==> src/rtl/operand_pair_sequencer_pkg.sv <==
// Shared types for the ALU operand-pair sequencer and the mux-level top.
// Holds the FSM state encoding and the 2:1 mux select constants.
package operand_pair_sequencer_pkg;

    typedef enum logic [1:0] {
        LOAD_A  = 2'd0,
        LOAD_B  = 2'd1,
        ISSUE_A = 2'd2,
        ISSUE_B = 2'd3
    } state_t;

    localparam logic SEL_A = 1'b0;
    localparam logic SEL_B = 1'b1;

endpackage

==> src/rtl/operand_pair_sequencer.sv <==
// Collects operand words A/B from a valid/ready stream and issues them as
// one (unary) or two (binary) select beats onto the ALU operand mux.
//
// Ports:
//   clk, rst            rising-edge clock, synchronous active-high reset
//   in_valid/in_ready   upstream handshake; in_data word, in_unary with A
//   mux_d0, mux_d1      operand A / B registers driving the mux inputs
//   mux_s               mux select (SEL_A / SEL_B)
//   out_valid/out_ready downstream beat handshake
//   out_first/out_last  beat position within the operation
//   pair_cnt            completed operations, wraps modulo 2^CW
module operand_pair_sequencer
    import operand_pair_sequencer_pkg::*;
#(
    parameter int W  = 4,
    parameter int CW = 8
) (
    input  logic          clk,
    input  logic          rst,
    input  logic          in_valid,
    output logic          in_ready,
    input  logic [W-1:0]  in_data,
    input  logic          in_unary,
    output logic [W-1:0]  mux_d0,
    output logic [W-1:0]  mux_d1,
    output logic          mux_s,
    output logic          out_valid,
    input  logic          out_ready,
    output logic          out_first,
    output logic          out_last,
    output logic [CW-1:0] pair_cnt
);

    state_t         state;
    state_t         state_nxt;
    logic [W-1:0]   a_q;
    logic [W-1:0]   b_q;
    logic           unary_q;
    logic [CW-1:0]  cnt_q;
    logic           load_a;
    logic           load_b;
    logic           cnt_inc;

    always_ff @(posedge clk) begin
        if (rst) begin
            state   <= LOAD_A;
            a_q     <= '0;
            b_q     <= '0;
            unary_q <= 1'b0;
            cnt_q   <= '0;
        end else begin
            state <= state_nxt;
            if (load_a) begin
                a_q     <= in_data;
                unary_q <= in_unary;
                // Clear B so a unary op never shows a stale operand.
                if (in_unary) begin
                    b_q <= '0;
                end
            end
            if (load_b) begin
                b_q <= in_data;
            end
            if (cnt_inc) begin
                cnt_q <= cnt_q + CW'(1);
            end
        end
    end

    always_comb begin
        state_nxt = state;
        load_a    = 1'b0;
        load_b    = 1'b0;
        cnt_inc   = 1'b0;
        case (state)
            LOAD_A: begin
                if (in_valid) begin
                    load_a    = 1'b1;
                    state_nxt = in_unary ? ISSUE_A : LOAD_B;
                end
            end
            LOAD_B: begin
                if (in_valid) begin
                    load_b    = 1'b1;
                    state_nxt = ISSUE_A;
                end
            end
            ISSUE_A: begin
                if (out_ready) begin
                    if (unary_q) begin
                        cnt_inc   = 1'b1;
                        state_nxt = LOAD_A;
                    end else begin
                        state_nxt = ISSUE_B;
                    end
                end
            end
            ISSUE_B: begin
                if (out_ready) begin
                    cnt_inc   = 1'b1;
                    state_nxt = LOAD_A;
                end
            end
            default: state_nxt = LOAD_A;
        endcase
    end

    // Moore outputs: decoded from registered state only.
    assign in_ready  = (state == LOAD_A) || (state == LOAD_B);
    assign out_valid = (state == ISSUE_A) || (state == ISSUE_B);
    assign mux_s     = (state == ISSUE_B) ? SEL_B : SEL_A;
    assign out_first = (state == ISSUE_A);
    assign out_last  = ((state == ISSUE_A) && unary_q) ||
                       (state == ISSUE_B);
    assign mux_d0    = a_q;
    assign mux_d1    = b_q;
    assign pair_cnt  = cnt_q;

endmodule

==> config.mk <==
export PLATFORM = sky130hd
export DESIGN_NAME = operand_pair_sequencer
export DESIGN_NICKNAME = d
export VERILOG_FILES = /design/src/rtl/operand_pair_sequencer_pkg.sv /design/src/rtl/operand_pair_sequencer.sv
export SDC_FILE = /design/constraint.sdc
export NUM_CORES = 1
export LEC_CHECK = 0
export CAP_MARGIN = 20
export CORE_UTILIZATION = 46
export DETAILED_ROUTE_END_ITERATION = 7
export PLACE_DENSITY = 0.83
export SETUP_SLACK_MARGIN = 0.02
export SLEW_MARGIN = 20
export SYNTH_ARGS = -nofsm -noshare
export SYNTH_HDL_FRONTEND = slang
export SYNTH_SLANG_ARGS = --single-unit
export TNS_END_PERCENT = 10
==> constraint.sdc <==
create_clock -name clk -period 3.5 [get_ports clk]
set_input_delay 0.7 -clock clk [delete_from_list [all_inputs] [get_ports clk]]
set_output_delay 0.7 -clock clk [all_outputs]
set_load 0.01 [all_outputs]
==> results.md <==
* Initial drt markers at 12
* CTS-repair resized insts at 0
* Worst flop-to-flop path endpoint: pair_cnt[7]
* H-Tree Depth at 1
* WHS Path Cells at 2
* Hold Crit Endpoint: mux_d0[0]
* Reg2reg path depth at 3
* DIE AREA at 1990 sq um
* Place WS at 1.11 ns
* R2r setup slk at 1.69 ns
* Seq/Total Area, Yosys at 45.6%
* Ant diodes at 0
* Core ar. at 1710 sq um
* Finished Cell Area at 1150 sq um
* Max Fclk at 0.413 GHz
* Final setup fails at 0
* Port buffer count at 29
* Hold Vio Cnt, Final at 0
* Largest net degree at the start of global routing at 21
* CTS tree: yes
* Post-synth cell types at 29
* Final Util at 67.1%
* Synthesized area at 833 sq um
* FF/Latch Area at 380 sq um
* Leak at 0.396 nW
* HPWL Detailed at 1.42 mm
* Initial Util at 48.8%
* Max Slew Vio Count at 0
* Clock Skews at 0.00882 ns
* Fill cell count at 149
* Max-Cap Viols at 0
* FP Rows at 15
* Status: complete, no violations
* Worst EP required at 2.80 ns
* CP arrival at 1.72 ns
* Buffer depth of the longest clock path at 2
* Die W at 44.6 um
* DRC at 0
* Hold_sp: mux_d0[0]
* Drt total wl at 1.99 mm
* CTS Sinks at 19
* Clock transition at path regs at 0.10 ns
* Tot GR Track Use at 21.5%
* CTS Buf Count at 3
* Top cell family by delay on the critical path: flip-flops
* Final WS setup at 1.08 ns
* Initial antenna violation count at 0
* Wire per inst at 13.2 um
* Routed vias at 802
* Max transition margin at 52.9%
* Most used cell, CP: nor2_1
* I/O pin count at 30
* Share of cells above drive strength 1 at 4.76%
* Clk_lat worst skew at 0.30 ns
* Post-Layout Cell Count at 151
* Final GP Congestion at 0.754
* Clk root buf: clkbuf_4
* Area Overhead vs Synth at 37.5%
* Crit path capture type: output pin
* Vias in the first global route at 690
* Slowest CP cell: dfxtp_1
* PwrDens at 362 nW/um^2
* Post-Syn Nets at 110
* Worst slew pin tran at 0.704 ns
* Die Ht at 44.6 um
* Routed Antenna Nets at 0
* Setup TNS at 0 ns
* Post-Synthesis Cells at 100
* Min-delay worst type: reg -> reg
* DRT Pass-1 Iters at 4
* CP cell instances: nor2_1, nor2_1, clkdlybuf4s50_1
* Nets at 137
* Post-CTS Setup Bufs at 0
* CP max FO at 16
* Crit Path Class: reg -> out
* Overflow after GRT at 0
* Placed Area at 1120 sq um
* Yosys warns at 0
* First-pass GRT wire length at 3.06 mm
* Worst path max stage delay at 0.65 ns
* Syn avg cell area at 8.33 sq um
* Final Cycle Share at 69.2%
* Unrepaired setup endpoints after global routing: no
* Min Tclk post-route at 2.42 ns
* Post-placement cell count at 147
* Via density at 5.31
* Startpoint Class: flop
* FF+latch count, synth at 19
* Max IR drop VDD at 0.249 mV
* Buf+Inv Stages, Crit Path at 1
* Reg2Reg Launch Point: state[0]
* Multi-input gate area at 410 sq um
* Post-CTS Hold Buffers at 0
-- sequential cells by signal, indices dropped and copies added (netlist names) --
name,count
pair_cnt,8
mux_d0,4
mux_d1,4
state,2
unary_q,1
-- cell usage in the layout, fill, tap and decap left out --
cell,count
clkdlybuf4s50_1,29
dfxtp_1,19
nand2_1,13
a21oi_1,13
o21ai_0,12
nor2_1,9
nand3_1,3
clkbuf_4,3
nor2b_1,2
a221oi_1,2
o31ai_1,2
or4_1,2
or3_1,2
xor2_1,2
and2_1,1
inv_1,1
nor3b_1,1
nand2b_1,1
and3b_1,1
o211ai_2,1
nor4_1,1
mux2_2,1
o2111ai_1,1
mux2i_1,1
a211oi_1,1
ha_1,1
clkinvlp_4,1
-- power by group --
part           switching [W]  internal (W)
clock network      0.0000711     0.0000436
registers          0.0000118      0.000225
logic              0.0000304     0.0000340
total               0.000113      0.000302
-- how the worst max path moves through the flow --
stage,startpoint,endpoint,slack [ns],cells after the start
floorplan,out_ready,pair_cnt[7],1.83,4
detailed placement,out_ready,pair_cnt[7],1.11,4
global placement,out_ready,pair_cnt[7],1.19,4
global route,state[0],out_last,0.96,3
finish,state[0],out_last,1.08,3
CTS,state[0],out_last,1.07,3
-- logic make-up after synthesis --
kind of cell | after synthesis | share of synthesized area, %
and+or+nand+nor | 36 | 20.7
AOI/OAI and AO/OA | 32 | 22.4
DFF | 19 | 45.6
buffers and inverters | 8 | 5.10
xor gates and xnor gates | 2 | 2.10
muxes | 2 | 2.55
adders and majority gates | 1 | 1.50
-- routing by layer --
metal  wire length, um  GRT usage, %  up-vias  part of all wire (%)
li1                  -             -      404                     -
met1               891          25.6      379                    45
met5                 0             0        -                     0
met4                23          8.48        0                   1.2
met3                89          6.53        2                   4.5
met2               988          36.2       17                    50
-- synth_stat cells --
master	count	area, sq um
dfxtp_1	19	380
a21oi_1	13	65.1
nand2_1	13	48.8
o21ai_0	12	60.1
nor2_1	9	33.8
clkbuf_1	3	11.3
nand3_1	3	15.0
a221oi_1	2	17.5
nor2b_1	2	12.5
o31ai_1	2	15.0
or3_1	2	12.5
or4_1	2	15.0
xor2_1	2	17.5
a211oi_1	1	7.51
and2_1	1	6.26
and3b_1	1	8.76
buf_1	1	3.75
buf_2	1	5.00
buf_4	1	7.51
buf_6	1	11.3
ha_1	1	12.5
inv_1	1	3.75
mux2_2	1	11.3
mux2i_1	1	10.0
nand2b_1	1	6.26
nor3b_1	1	7.51
nor4_1	1	6.26
o2111ai_1	1	8.76
o211ai_2	1	12.5
-- through the flow --
step | hold WS (ns) | power (W)
floorplan | 0.494 | 0.000272
global placement | 0.460 | 0.000303
detailed placement | 0.471 | 0.000306
CTS | 0.485 | 0.000418
global route | 0.522 | 0.000435
finish | 0.481 | 0.000415
-- cell type report --
class                   count  share of cell area [%]
repair buffers             29                    25.3
clock inverters             1                   0.655
flip-flops and latches     19                    33.2
well taps                  25                    2.73
inverters                   1                   0.328
multi-input cells          73                    35.8
clock buffers               3                    1.97
-- worst reg2reg max path: cells and delay by family, from the launching register on --
kind / cells / cell delay, ns
AOI/OAI and AO/OA: 1 / 0.31
and+or+nand+nor: 1 / 0.40
DFF: 1 / 0.65
muxes: 1 / 0.37
(Power assumes the default switching activity.)
